[config.mk]
export PLATFORM = sky130hd
export DESIGN_NAME = stream_serializer
export DESIGN_NICKNAME = d
export VERILOG_FILES = /design/src/rtl/stream_serializer.sv
export SDC_FILE = /design/constraint.sdc
export NUM_CORES = 1
export LEC_CHECK = 0
export CAP_MARGIN = 10
export CORE_ASPECT_RATIO = 1.25
export CORE_MARGIN = 3
export CORE_UTILIZATION = 39
export CTS_CLUSTER_DIAMETER = 100
export DETAILED_ROUTE_END_ITERATION = 16
export PLACE_DENSITY = 0.65
export SYNTH_ARGS = -nofsm -noshare
export SYNTH_HDL_FRONTEND = slang
export SYNTH_SLANG_ARGS = --single-unit
[constraint.sdc]
create_clock -name clk -period 3.5 [get_ports clk]
set_clock_uncertainty 0.2 [all_clocks]
set_input_delay 0.525 -clock clk [delete_from_list [all_inputs] [get_ports clk]]
set_output_delay 0.525 -clock clk [all_outputs]
set_load 0.01 [all_outputs]
[src/rtl/stream_serializer.sv]
// Width down-converter: one wide word per upstream handshake becomes RATIO
// narrow beats downstream, with a one-word skid slot for bubble-free streaming.
module stream_serializer #(
  parameter int DATA_WIDTH = 8,
  parameter int RATIO      = 4,
  parameter int MSB_FIRST  = 0
) (
  input  logic                        clk,
  input  logic                        rst,
  input  logic [DATA_WIDTH*RATIO-1:0] up_bus,
  input  logic                        up_val,
  output logic                        up_rdy,
  output logic [DATA_WIDTH-1:0]       dn_bus,
  output logic                        dn_val,
  output logic                        dn_last,
  input  logic                        dn_rdy
);

  localparam int WW = DATA_WIDTH * RATIO;
  localparam int CW = (RATIO > 1) ? $clog2(RATIO) : 1;
  localparam logic [CW-1:0] LAST_BEAT = CW'(RATIO - 1);

  logic [WW-1:0] word_q, word_d;
  logic [WW-1:0] skid_q, skid_d;
  logic          word_val_q, word_val_d;
  logic          skid_val_q, skid_val_d;
  logic [CW-1:0] beat_q, beat_d;
  logic          last_q, last_d;
  logic          up_rdy_q, up_rdy_d;

  logic          xfer;
  logic          free;
  logic          accept;
  logic [CW-1:0] beat_inc;

  assign xfer     = word_val_q & dn_rdy;
  assign free     = ~word_val_q | (xfer & last_q);
  assign accept   = up_val & up_rdy_q;
  assign beat_inc = beat_q + CW'(1);

  always_comb begin
    word_d     = word_q;
    word_val_d = word_val_q;
    beat_d     = beat_q;
    last_d     = last_q;
    skid_d     = skid_q;
    skid_val_d = skid_val_q;

    // Shift the emitted slice out so the next beat always sits at the output end.
    if (xfer) begin
      if (MSB_FIRST != 0) word_d = word_q << DATA_WIDTH;
      else                word_d = word_q >> DATA_WIDTH;
      beat_d = beat_inc;
      last_d = (beat_inc == LAST_BEAT);
    end

    if (free) begin
      beat_d = '0;
      last_d = 1'b0;
      // The skid word is older than anything upstream, so it goes first;
      // up_rdy is low while it is occupied, so no accept can collide.
      if (skid_val_q) begin
        word_d     = skid_q;
        word_val_d = 1'b1;
        skid_val_d = 1'b0;
      end else if (accept) begin
        word_d     = up_bus;
        word_val_d = 1'b1;
      end else begin
        word_val_d = 1'b0;
      end
    end else if (accept) begin
      skid_d     = up_bus;
      skid_val_d = 1'b1;
    end

    up_rdy_d = ~skid_val_d;
  end

  always_ff @(posedge clk or negedge rst) begin
    if (!rst) begin
      word_val_q <= 1'b0;
      skid_val_q <= 1'b0;
      beat_q     <= '0;
      last_q     <= 1'b0;
      up_rdy_q   <= 1'b0;
    end else begin
      word_val_q <= word_val_d;
      skid_val_q <= skid_val_d;
      beat_q     <= beat_d;
      last_q     <= last_d;
      up_rdy_q   <= up_rdy_d;
    end
  end

  // Data storage carries no reset; its contents only matter when the matching valid is set.
  always_ff @(posedge clk) begin
    word_q <= word_d;
    skid_q <= skid_d;
  end

  generate
    if (MSB_FIRST != 0) begin : g_msb
      assign dn_bus = word_q[WW-1 -: DATA_WIDTH];
    end else begin : g_lsb
      assign dn_bus = word_q[DATA_WIDTH-1:0];
    end
  endgenerate

  assign dn_val  = word_val_q;
  assign dn_last = last_q;
  assign up_rdy  = up_rdy_q;

endmodule

==> results.tsv, run 1 <==
stage	metric	value	unit
placement	port_buffers	46	
setup_path	crit_chain	clkdlybuf4s50_1, nand2_2, mux2i_1, mux2i_1	
timing	setup_viol	0	
final_layout	n_fill_cell	659	
floorplanning	core	0.00715	mm^2
final_layout	fin_area	0.00366	mm^2
cts	clockBufferDepth	2	
cts	numCtsBuffers	9	
global_route	grt_start_max_net_pins	34	
routing	vias	1635	
floorplanning	die_x	83.7	um
power	powerDensity	796	mW/mm^2
final_layout	synthToLayoutAreaGrowth	24.4	%
setup_path	end_kind	flip-flop	
routing	wire_per_inst	14.2	um
setup_path	critical_path_class	primary input to flip-flop	
setup_path	critPathMaxFanout	32	
synth	synth.distinct_cells	19	
cts	clockRootBuffer	clkbuf_8	
global_route	grt.total_usage	0.119	
routing	viasPerCell	4.78	
routing	remaining_drc_errors	0	
timing	min_period	2.24	ns
floorplanning	initial_utilization	0.412	
timing	fin_crit_sh	0.641	
floorplanning	num_rows	34	
power	pwr-share-seq	0.420	
final_layout	fin_nets	284	
timing	rsz0062_at_grt	no	
timing	fmax	445	MHz
power	power.leakage	1.47	nW
floorplanning	die_area	0.00863	mm^2
setup_path	critical_path_required	3.50	ns
power	peakVddDrop	0.317	mV
setup_path	slowest_stage	clkdlybuf4s50_1	
global_route	grt_overflow	0	
final_layout	drive_above_1_share	0.0913	
floorplanning	io_pins	47	
final_layout	diodes	0	
cts	cts_tree	built	
cts	ctsHoldBuffers	0	
setup_path	cp-start-kind	primary input	
power	swShare	0.280	
placement	place_area	0.00340	mm^2
synth	syn_inst	206	
timing	final-hold-violation-count	0	
synth	ys_ff_latch	70	
cts	cts.clk_slew.worst_paths	0.07	ns
power	power.switching	815	uW
global_route	antenna_found_initial	0	
routing	ant_nets	0	
synth	avgSynthCellArea	14.3	um^2
cts	postCtsSetupBuffers	0	
timing	holdWs	0.232	ns
power	power_frac_clock	0.284	
flow_run	maxCapViolCount	0	
cts	post_cts_resized	0	
power	power	2.91	mW
cts	h-tree-depth	3	
synth	ys_warn_count	0	
power	p_int	2.10	mW
routing	drt-total-wl	4860	um
global_route	grt_pass1_wl	7960	um
timing	slew_violations	0	
floorplanning	fp.dieH	103	um
routing	first_pass_iters	4	
setup_path	cpPeakStageDelay	0.66	ns
timing	worstMarginPinSlew	0.906	ns
cts	clkLatencyLatePin	0.33	ns
timing	fin_tns_setup	0	ns
power	combPwrFrac	0.296	
synth	yosysSeqAreaShare	0.595	
global_route	grt_pass1_vias	1648	
cts	clkSinkCount	70	
final_layout	final_cell_mix	91 x mux2i_1, 46 x clkdlybuf4s50_1, 32 x edfxtp_1, 32 x dfxtp_1, 12 x nand2_1	
final_layout	layout_commonest_cell	mux2i_1	
routing	drtIter0Drc	54	
placement	gp_congestion	0.677	
synth	synth_nets	243	
setup_path	reg2reg_setup_slack	1.46	ns
hold_path	min_path_type	primary input to asynchronous set/reset pin	
timing	slew_headroom	0.394	
setup_path	crit_path_frequent_cell	mux2i_1	
status	status	finished, final reports clean	
placement	hpwl	3130	um
synth	synth_area	0.00294	mm^2
setup_path	arrival	2.24	ns
## registers in the layout, summed over array words and instances, names as in the netlist
signal      count
skid_q         32
word_q         32
dn_val          1
beat_q          2
dn_last         1
skid_val_q      1
up_rdy          1
## area by class of cell
class,instances,area [um^2],area share
clock buffers,9,124,0.0338
clock inverters,7,136,0.0372
inverters,2,7.51,0.00205
multi-input cells,115,1050,0.286
flip-flops and latches,70,1750,0.479
well taps,90,113,0.0307
repair buffers,49,483,0.132
## metal layers
metal  up-vias  track usage  share of wire  wire (um)
met5         -            0              0          0
met4         0       0.0705          0.021        104
met3        11       0.0288          0.043        208
met2        35        0.189           0.46       2230
met1       764        0.148           0.48       2320
li1        825            -              -          -
## final timing paths
kind | to | depth (start not counted) | from
worst max-delay path | word_q[15] | 4 | dn_rdy
worst min-delay path | dn_val | 1 | rst
worst max register to register | word_q[5] | 5 | skid_val_q
worst min register to register | word_q[30] | 2 | word_q[30]
max in group asynchronous | skid_val_q | 1 | rst
min in group clk | word_q[30] | 2 | word_q[30]
## critical path: cells and delay by family
family | cells | cell delay [ns]
buffers and inverters | 1 | 0.66
AND/OR/NAND/NOR | 1 | 0.59
multiplexers | 2 | 0.46
## power groups by stage
stage | sequential [mW] | combinational (mW) | clock (mW)
floorplan | 1.22 | 0.692 | 0
global placement | 1.24 | 0.858 | 0
detailed placement | 1.24 | 0.876 | 0
CTS | 1.23 | 0.880 | 0.855
global route | 1.26 | 0.948 | 0.889
finish | 1.22 | 0.863 | 0.829
## per-stage QoR
stage,setup slack [ns],cells,util
final,1.26,342,0.512
after global routing,1.14,342,0.512
after CTS,1.29,342,0.512
after detailed placement,0.920,326,0.476
after global placement,0.944,326,0.476
after floorplan,1.16,206,-
## Yosys cell counts
master | number | area (um^2)
buf_2 | 6 | 30.0
inv_1 | 2 | 7.51
nand2_1 | 12 | 45.0
nor2_4 | 1 | 11.3
or2b_1 | 1 | 7.51
dfxtp_1 | 32 | 641
mux2i_1 | 91 | 911
buf_4 | 10 | 75.1
nand2_2 | 1 | 6.26
edfxtp_1 | 32 | 961
nor2_1 | 2 | 7.51
nor2b_1 | 2 | 12.5
a21oi_2 | 1 | 8.76
a21boi_2 | 1 | 11.3
and2_1 | 1 | 6.26
ha_1 | 1 | 12.5
and3_1 | 1 | 6.26
buf_6 | 3 | 33.8
dfrtp_1 | 6 | 150
## cells by family after synthesis
logic type,after synthesis,synth area share
flops,70,0.595
compound gates,2,0.00680
buf+inv,21,0.0497
simple gates,21,0.0349
fa+ha+maj,1,0.00425
mux,91,0.309
Note: power is estimated with default switching activity, not from simulation.
==> run 2, diff against run 1 <==
==> constraint.sdc (replaced) <==
create_clock -name clk -period 2.33 [get_ports clk]
set_clock_uncertainty 0.2 [all_clocks]
set_input_delay 0.3495 -clock clk [delete_from_list [all_inputs] [get_ports clk]]
set_output_delay 0.3495 -clock clk [all_outputs]
set_load 0.01 [all_outputs]
==> run 2 against run 1 <==
  * Die area stayed put
  * Via count fell by 0.18%
  * Global-route usage rose by 0.35 points
  * Worst hold slack got worse by 0.18 ns
  * Critical path depth is 3 lower
  * Register-to-register slack got worse by 0.84 ns
  * Largest cell class unchanged
  * Largest power group unchanged
  * Design area shrank 0.82%
  * Wire length is 1.8% higher
  * Worst setup slack got worse by 0.87 ns
  * Combinational power increased by 49%
==> results.tsv, run 2 (synthesis gave the netlist of run 1 again) <==
stage	metric	value	unit	change
status	status	finished, final reports clean		
floorplanning	fp.dieH	103	um	unchanged
floorplanning	core	0.00715	mm^2	unchanged
timing	fin_crit_sh	0.834		
power	powerDensity	1100	mW/mm^2	+38%
timing	fin_tns_setup	0	ns	unchanged
timing	final-hold-violation-count	0		unchanged
timing	slew_headroom	0.673		+0.279
global_route	antenna_found_initial	0		unchanged
global_route	grt_start_max_net_pins	33		-2.9%
timing	setup_viol	0		unchanged
routing	ant_nets	0		unchanged
placement	hpwl	3310	um	+5.8%
power	power	4.00	mW	+37%
timing	worstMarginPinSlew	0.490	ns	-0.416 ns
flow_run	maxCapViolCount	0		unchanged
timing	fmax	515	MHz	
cts	clockRootBuffer	clkbuf_8		
setup_path	crit_family	buffers and inverters		
setup_path	crit_chain	clkdlybuf4s50_1		
routing	route.met2.wl	2230	um	about the same
power	power.leakage	1.46	nW	-1.1%
setup_path	critical_path_class	flip-flop to output port		
global_route	grt_pass1_wl	8100	um	+1.7%
setup_path	slowest_stage	clkdlybuf4s50_1		
timing	slew_violations	0		unchanged
cts	ctsHoldBuffers	0		unchanged
routing	remaining_drc_errors	0		unchanged
setup_path	arrival	1.39	ns	-0.85 ns
final_layout	synthToLayoutAreaGrowth	23.4	%	
setup_path	end_kind	output port		
timing	min_period	1.94	ns	
final_layout	layout_commonest_cell	mux2i_1		
placement	place_area	0.00347	mm^2	+2.1%
final_layout	diodes	0		unchanged
floorplanning	die_x	83.7	um	unchanged
final_layout	final_cell_mix	91 x mux2i_1, 46 x clkdlybuf4s50_1, 32 x edfxtp_1, 32 x dfxtp_1, 12 x nand2_1		
setup_path	worst-path-buf-inv	1		unchanged
routing	vias	1632		-0.18%
cts	h-tree-depth	3		unchanged
final_layout	n_fill_cell	660		+0.15%
floorplanning	num_rows	34		unchanged
setup_path	critical_path_required	1.78	ns	-1.72 ns
timing	rsz0062_at_grt	no		
cts	clockBufferDepth	2		unchanged
final_layout	fin_area	0.00363	mm^2	-0.82%
floorplanning	initial_utilization	0.412		unchanged
final_layout	fin_nets	287		+1.1%
placement	pre_cts_slack	0.281	ns	-0.639 ns
routing	wire_per_inst	14.3	um	+0.95%
placement	port_buffers	46		unchanged
cts	clkSinkCount	70		unchanged
placement	gp_congestion	0.679		+0.40%
setup_path	cpPeakStageDelay	0.59	ns	-0.07 ns
routing	first_pass_iters	4		unchanged
cts	cts_tree	built		
cts	clkLatencyLatePin	0.34	ns	about the same
setup_path	critPathMaxFanout	6		-81%
final_layout	drive_above_1_share	0.0941		+0.00285
cts	numCtsBuffers	9		unchanged
routing	viasPerCell	4.73		-1.1%
global_route	grt_pass1_vias	1655		+0.42%
timing	worst_slack	0.388	ns	-0.868 ns
hold_path	min_path_type	primary input to asynchronous set/reset pin		
routing	top_layer	met4		
global_route	grt_overflow	0		unchanged
routing	met3_wirelength	209	um	+0.48%
cts	post_cts_resized	0		unchanged
power	peakVddDrop	0.457	mV	+44%
routing	drtIter0Drc	71		+31%
setup_path	cp-start-kind	flip-flop		
cts	postCtsSetupBuffers	0		unchanged
routing	drt-total-wl	4950	um	+1.8%
floorplanning	die_area	0.00863	mm^2	unchanged
final_layout	reg_top3	skid_q x32, word_q x32, beat_q x2		
cts	cts.clk_slew.worst_paths	0.08	ns	about the same
global_route	grt.total_usage	0.122		+0.00350
routing	drt-met1-wl	2430	um	+4.8%
floorplanning	io_pins	47		unchanged
==> run 2: area by class of cell <==
type | instances | area, um^2 | area share
sequential | 70 | 1750 | 0.483
clock buffer | 11 | 131 | 0.0362
multi-input combinational | 115 | 1050 | 0.288
clock inverter | 5 | 26.3 | 0.00723
inverter | 2 | 7.51 | 0.00207
tap | 90 | 113 | 0.0310
timing repair buffer | 52 | 556 | 0.153
==> run 2: routing by layer <==
metal,GRT usage,vias up
li1,-,828
met2,0.189,32
met3,0.0368,6
met1,0.156,766
met4,0.0631,0
met5,0,-
==> run 2: worst paths after layout <==
path / from / endpoint / slack (ns) / cells past startpoint
max: dn_last / dn_last / 0.39 / 1
min: rst / up_rdy / 0.06 / 1
max reg2reg: dn_val / skid_q[29] / 0.62 / 3
min reg2reg: word_q[30] / word_q[30] / 0.26 / 2
max in group asynchronous: rst / skid_val_q / 1.63 / 1
min in group clk: word_q[30] / word_q[30] / 0.26 / 2
==> run 2: report_power, final <==
group,switching [mW],internal (mW)
Sequential,0.231,1.67
Clock,0.423,0.378
Combinational,0.570,0.724
Total,1.22,2.77
==> run 2: through the flow <==
step,hold WS [ns],utilization,cells
global route,0.0651,0.508,345
floorplan,-0.146,-,206
finish,0.0556,0.508,345
global placement,0.244,0.486,329
CTS,0.0512,0.508,345
detailed placement,0.246,0.486,329
